File: config.mk
export PLATFORM = sky130hd
export DESIGN_NAME = i2c_target
export DESIGN_NICKNAME = d
export VERILOG_FILES = /design/src/rtl/i2c_target.sv
export SDC_FILE = /design/constraint.sdc
export NUM_CORES = 1
export LEC_CHECK = 0
export CORE_ASPECT_RATIO = 2
export CORE_MARGIN = 2
export CORE_UTILIZATION = 35
export DETAILED_ROUTE_END_ITERATION = 8
export SYNTH_ARGS = -nofsm -noshare
export SYNTH_HDL_FRONTEND = slang
export SYNTH_SLANG_ARGS = --single-unit
File: constraint.sdc
create_clock -name clk -period 4 [get_ports clk]
set_input_delay 1.2 -clock clk [delete_from_list [all_inputs] [get_ports clk]]
set_output_delay 1.2 -clock clk [all_outputs]
set_load 0.03 [all_outputs]
File: src/rtl/i2c_target.sv
// I2C target exposing writable bytes R0..R3 (regs) and read-only bytes R4..R7 (status).
// Define I2C_TARGET_AUTOINC_EN to advance the register pointer after every data byte.
module i2c_target #(
   parameter logic [6:0] DEV_ADDR = 7'h42
) (
   input  logic        clk,
   input  logic        resetn,
   input  logic        scl_in,
   input  logic        sda_in,
   output logic        sda_oe,
   output logic [31:0] regs,
   input  logic [31:0] status,
   output logic        wr_strobe,
   output logic [1:0]  wr_idx,
   output logic        busy
);

   localparam logic [3:0] IDLE      = 4'd0;
   localparam logic [3:0] ADDR      = 4'd1;
   localparam logic [3:0] ADDR_ACK  = 4'd2;
   localparam logic [3:0] PTR       = 4'd3;
   localparam logic [3:0] PTR_ACK   = 4'd4;
   localparam logic [3:0] WRITE     = 4'd5;
   localparam logic [3:0] WRITE_ACK = 4'd6;
   localparam logic [3:0] READ      = 4'd7;
   localparam logic [3:0] READ_ACK  = 4'd8;

`ifdef I2C_TARGET_AUTOINC_EN
   localparam logic [2:0] PTR_STEP = 3'd1;
`else
   localparam logic [2:0] PTR_STEP = 3'd0;
`endif

   logic scl_s1_reg, scl_s2_reg, scl_d_reg;
   logic sda_s1_reg, sda_s2_reg, sda_d_reg;

   // Synchronizers idle high so reset release never fakes a bus edge.
   always_ff @(posedge clk or negedge resetn) begin
      if (!resetn) begin
         scl_s1_reg <= 1'b1;
         scl_s2_reg <= 1'b1;
         scl_d_reg  <= 1'b1;
         sda_s1_reg <= 1'b1;
         sda_s2_reg <= 1'b1;
         sda_d_reg  <= 1'b1;
      end else begin
         scl_s1_reg <= scl_in;
         scl_s2_reg <= scl_s1_reg;
         scl_d_reg  <= scl_s2_reg;
         sda_s1_reg <= sda_in;
         sda_s2_reg <= sda_s1_reg;
         sda_d_reg  <= sda_s2_reg;
      end
   end

   logic scl_rise, scl_fall, start_det, stop_det;
   assign scl_rise  = scl_s2_reg & ~scl_d_reg;
   assign scl_fall  = ~scl_s2_reg & scl_d_reg;
   assign start_det = scl_s2_reg & scl_d_reg & sda_d_reg & ~sda_s2_reg;
   assign stop_det  = scl_s2_reg & scl_d_reg & ~sda_d_reg & sda_s2_reg;

   logic [3:0] state_reg;
   logic [3:0] bit_cnt_reg;
   logic [7:0] rx_reg;
   logic [7:0] tx_reg;
   logic [2:0] ptr_reg;
   logic       rw_reg;
   logic       sda_oe_reg;
   logic       busy_reg;
   logic       wr_strobe_reg;
   logic [1:0] wr_idx_reg;

   logic [7:0] rx_next;
   logic [2:0] ptr_inc;
   logic       wr_en;
   logic [7:0] byte_sel [0:7];
   logic [7:0] cur_byte;
   logic [7:0] nxt_byte;

   assign rx_next  = {rx_reg[6:0], sda_s2_reg};
   assign ptr_inc  = ptr_reg + PTR_STEP;
   assign wr_en    = (state_reg == WRITE) && scl_rise && (bit_cnt_reg == 4'd7) && !ptr_reg[2];
   assign cur_byte = byte_sel[ptr_reg];
   assign nxt_byte = byte_sel[ptr_inc];

   // Each register byte loads whole in one clk, so local readers never see a torn byte.
   genvar gi;
   generate
      for (gi = 0; gi < 4; gi++) begin : g_byte
         logic [7:0] byte_reg;
         always_ff @(posedge clk or negedge resetn) begin
            if (!resetn)
               byte_reg <= 8'h00;
            else if (wr_en && (ptr_reg[1:0] == 2'(gi)))
               byte_reg <= rx_next;
         end
         assign regs[gi*8 +: 8]  = byte_reg;
         assign byte_sel[gi]     = byte_reg;
         assign byte_sel[gi + 4] = status[gi*8 +: 8];
      end
   endgenerate

   always_ff @(posedge clk or negedge resetn) begin
      if (!resetn) begin
         state_reg     <= IDLE;
         bit_cnt_reg   <= 4'd0;
         rx_reg        <= 8'h00;
         tx_reg        <= 8'h00;
         ptr_reg       <= 3'd0;
         rw_reg        <= 1'b0;
         sda_oe_reg    <= 1'b0;
         busy_reg      <= 1'b0;
         wr_strobe_reg <= 1'b0;
         wr_idx_reg    <= 2'd0;
      end else begin
         wr_strobe_reg <= 1'b0;
         if (stop_det) begin
            state_reg   <= IDLE;
            bit_cnt_reg <= 4'd0;
            sda_oe_reg  <= 1'b0;
            busy_reg    <= 1'b0;
         end else if (start_det) begin
            state_reg   <= ADDR;
            bit_cnt_reg <= 4'd0;
            sda_oe_reg  <= 1'b0;
         end else begin
            case (state_reg)
               IDLE: ;
               ADDR: begin
                  if (scl_rise) begin
                     rx_reg      <= rx_next;
                     bit_cnt_reg <= bit_cnt_reg + 4'd1;
                     if (bit_cnt_reg == 4'd7) begin
                        if (rx_next[7:1] == DEV_ADDR) begin
                           state_reg <= ADDR_ACK;
                           busy_reg  <= 1'b1;
                           rw_reg    <= rx_next[0];
                        end else begin
                           state_reg <= IDLE;
                           busy_reg  <= 1'b0;
                        end
                     end
                  end
               end
               PTR: begin
                  if (scl_rise) begin
                     rx_reg      <= rx_next;
                     bit_cnt_reg <= bit_cnt_reg + 4'd1;
                     if (bit_cnt_reg == 4'd7) begin
                        ptr_reg   <= rx_next[2:0];
                        state_reg <= PTR_ACK;
                     end
                  end
               end
               WRITE: begin
                  if (scl_rise) begin
                     rx_reg      <= rx_next;
                     bit_cnt_reg <= bit_cnt_reg + 4'd1;
                     if (bit_cnt_reg == 4'd7) begin
                        if (!ptr_reg[2]) begin
                           wr_strobe_reg <= 1'b1;
                           wr_idx_reg    <= ptr_reg[1:0];
                        end
                        ptr_reg   <= ptr_inc;
                        state_reg <= WRITE_ACK;
                     end
                  end
               end
               // bit_cnt 8: ACK not yet driven; 9: ninth SCL high seen, release on its fall.
               ADDR_ACK, PTR_ACK, WRITE_ACK: begin
                  if (scl_rise) begin
                     bit_cnt_reg <= 4'd9;
                  end else if (scl_fall && (bit_cnt_reg == 4'd8)) begin
                     sda_oe_reg <= 1'b1;
                  end else if (scl_fall && (bit_cnt_reg == 4'd9)) begin
                     bit_cnt_reg <= 4'd0;
                     if ((state_reg == ADDR_ACK) && rw_reg) begin
                        state_reg  <= READ;
                        tx_reg     <= cur_byte;
                        sda_oe_reg <= ~cur_byte[7];
                     end else begin
                        sda_oe_reg <= 1'b0;
                        state_reg  <= (state_reg == ADDR_ACK) ? PTR : WRITE;
                     end
                  end
               end
               READ: begin
                  if (scl_rise) begin
                     bit_cnt_reg <= bit_cnt_reg + 4'd1;
                  end else if (scl_fall) begin
                     if (bit_cnt_reg == 4'd8) begin
                        sda_oe_reg <= 1'b0;
                        state_reg  <= READ_ACK;
                     end else if (bit_cnt_reg != 4'd0) begin
                        tx_reg     <= {tx_reg[6:0], 1'b0};
                        sda_oe_reg <= ~tx_reg[6];
                     end
                  end
               end
               READ_ACK: begin
                  if (scl_rise) begin
                     if (sda_s2_reg) begin
                        state_reg   <= IDLE;
                        busy_reg    <= 1'b0;
                        bit_cnt_reg <= 4'd0;
                     end else begin
                        bit_cnt_reg <= 4'd9;
                     end
                  end else if (scl_fall && (bit_cnt_reg == 4'd9)) begin
                     ptr_reg     <= ptr_inc;
                     tx_reg      <= nxt_byte;
                     sda_oe_reg  <= ~nxt_byte[7];
                     state_reg   <= READ;
                     bit_cnt_reg <= 4'd0;
                  end
               end
               default: state_reg <= IDLE;
            endcase
         end
      end
   end

   assign sda_oe    = sda_oe_reg;
   assign busy      = busy_reg;
   assign wr_strobe = wr_strobe_reg;
   assign wr_idx    = wr_idx_reg;

endmodule

==> summary.md <==
| Metric | Value |
|---|---|
| GP Congestion | `0.877` |
| Syn nets | `352` |
| Initial antenna violation count | `0` |
| CTS resizes | `0` |
| Vias in the first global route | `2973` |
| IO Count | `73` |
| Final slew viol count | `0` |
| Clock Tree Root | `clkbuf_16` |
| Final instance area | `0.00490 sq mm` |
| Fraction of registers with async set/reset | `100%` |
| CP cell instances | `nor2b_1 -> nand3b_1 -> nor3_2 -> nand2_1 -> nor2_2 -> mux2_2` |
| Worst setup path category | `reg -> reg` |
| H-tree depth | `3` |
| Vias post-DR | `2832` |
| GR peak layer | `met2` |
| Cell row count | `53` |
| Synth area leader | `dfrtp_1` |
| WP buf/inv | `0` |
| Critical path's largest stage delay | `0.65 ns` |
| PortBufs | `72` |
| Setup crit start kind | `flop` |
| Critical Path Fanout Max | `11` |
| M2 GR Usage | `34.3%` |
| Synth cell types | `52` |
| Clk pin slew, worst setup/hold paths | `0.06 ns` |
| DP Area | `0.00457 sq mm` |
| Setup violations, final | `0` |
| Critical path's top delay family | `simple AND/OR/NAND/NOR gates` |
| Largest net degree at the start of global routing | `41` |
| Number of synthesized register bits | `69` |
| Detail Placement HPWL | `7860 microns` |
| Clk_skew | `0.00700 ns` |
| CP arrival | `2.96 ns` |
| Post-synth EDFFs | `0` |
| Crit-path slowest cell | `dfstp_2` |
| Slew HR | `34.5%` |
| Die area | `0.0117 sq mm` |
| Ranking of synthesized cells by area | `dfrtp_1 42%, mux2_2 15%, mux4_2 9.5%` |
| Top-area cell type share of the netlist area | `41.7%` |
| Max_cap viols | `0` |
| Syn_area_per_cell | `12.1 sq um` |
| Grt met3 use | `2.68%` |
| CP Capture Type | `flop` |
| WHS | `0.348 ns` |
| Total wire length | `10300 microns` |
| Syn Inst Count | `313` |
| Final net count | `421` |
| Final setup TNS | `0 ns` |
| Fin crit period | `2.75 ns` |
| Commonest cells post-synth | `63 x dfrtp_1, 50 x mux2_2, 22 x nor2_1, 21 x o21ai_0, 20 x a21oi_1` |
| Core footprint | `0.0105 sq mm` |
| Initial Utilization | `35.9%` |
| Iteration-0 DRC Markers | `232` |
| Routed WL per cell | `19.7 microns` |
| Hold Path Class | `reg -> reg` |
| Most common cell in the netlist | `dfrtp_1` |
| Routed Antenna Nets | `0` |
| Bufs on Longest Clock Path | `2` |
| Yosys Warn Count | `0` |
| Ratio of cells with drive above 1 in the final layout | `26.4%` |
| Die Ht | `151 microns` |
| Synth Flop Type | `dfrtp_1` |
| Worst-margin pin slew | `0.983 ns` |
| Vias per cell | `5.40` |
| Clock Sinks | `69` |
| Status | `finished, final reports clean` |
| TritonCTS clock tree | `built` |
| CTS Hold Bufs | `0` |
| Synth-to-Final Area Change | `29.4%` |
| First-pass GRT wire length | `16200 microns` |
| Fmax | `0.364 GHz` |
| Die width | `77.5 microns` |
| Max reg flops | `32` |
| Synth Cell Area | `0.00378 sq mm` |
| Crit path required time | `4.22 ns` |
| VDD IR max | `0.000241 V` |
| Post-synthesis sequential area ratio | `45.8%` |
| Met1 usage | `20.2%` |
| # DRC | `0` |
| PwrDens | `388 mW/mm^2` |
| Drt pass-1 iters | `4` |
| Clk_lat worst skew | `0.34 ns` |
| Global-route usage over all layers | `18.4%` |
| Num CTS Buffers | `9` |
| Grt total ovfl | `0` |
| Unrepaired setup endpoints after global routing | `false` |
| Final hold violation count | `0` |
| Leakage | `2.07 nW` |
| Post-CTS setup buffer count | `0` |
| Diode count | `0` |
| Final period util | `68.7%` |
metal layers:
layer / wire length (microns) / part of all wire (%) / vias up
li1: - / - / 1303
met1: 3770 / 36 / 1409
met2: 5850 / 57 / 99
met3: 423 / 4.1 / 21
met4: 298 / 2.9 / 0
met5: 0 / 0 / -
placed cells by master, fill, tap and decap left out, drive strengths merged, types with 3 or more instances in the layout:
cell type	n
ha	3
mux2i	10
nand2b	7
dfstp	6
nand3	9
nand3b	3
dfrtp	63
buf	3
nor3	5
clkbuf	9
nand2	18
o21ai	21
nor2	23
inv	7
mux4	16
a21oi	20
clkinv	3
clkdlybuf4s50	71
or3	4
mux2	50
worst paths after layout:
kind | startpoint | end | slack (ns) | depth (start not counted)
min in group asynchronous | resetn | bit_cnt_reg[0]$_DFFE_PN0P_ | 0.94 | 1
worst min-delay path | scl_s1_reg$_DFF_PN1_ | scl_s2_reg$_DFF_PN1_ | 0.35 | 0
worst max-delay path | scl_s2_reg$_DFF_PN1_ | g_byte[2].byte_reg[5]$_DFFE_PN0P_ | 1.25 | 6
max in group asynchronous | resetn | sda_s2_reg$_DFF_PN1_ | 2.32 | 2
worst min register to register | scl_s1_reg$_DFF_PN1_ | scl_s2_reg$_DFF_PN1_ | 0.35 | 0
worst max register to register | scl_s2_reg$_DFF_PN1_ | g_byte[2].byte_reg[5]$_DFFE_PN0P_ | 1.25 | 6
per-stage QoR:
step	worst slack [ns]	std cells	power [mW]	util [%]
2_1_floorplan	1.70	313	0.951	-
3_3_place_gp	1.22	508	1.05	43.4
3_5_place_dp	1.21	508	1.05	43.4
4_1_cts	1.24	524	1.92	46.4
5_1_grt	1.10	524	1.97	46.4
6_report	1.25	524	1.90	46.4
where the power goes:
group / switching [mW] / internal [mW] / total (mW) / leakage, nW
logic: 0.128 / 0.112 / 0.240 / 0.970
registers: 0.0674 / 0.730 / 0.798 / 0.940
clock network: 0.312 / 0.549 / 0.860 / 0.156
logic make-up after synthesis:
logic type / count (synthesis) / synth area share [%]
buffers and inverters: 22 / 3.90
AND/OR/NAND/NOR: 82 / 12.4
adder cells (fa/ha/maj): 3 / 0.992
multiplexers: 76 / 27.1
XOR/XNOR: 1 / 0.232
AO/OA/AOI/OAI: 60 / 9.56
flip-flops: 69 / 45.8
area by class of cell:
class	instances	area [sq um]
clock buffer	9	225
clock inverter	7	98.8
fill	981	5650
inverter	6	22.5
multi-input combinational	222	1900
sequential	69	1730
tap	137	171
timing repair buffer	74	743
Note: power is estimated with default switching activity, not from simulation.
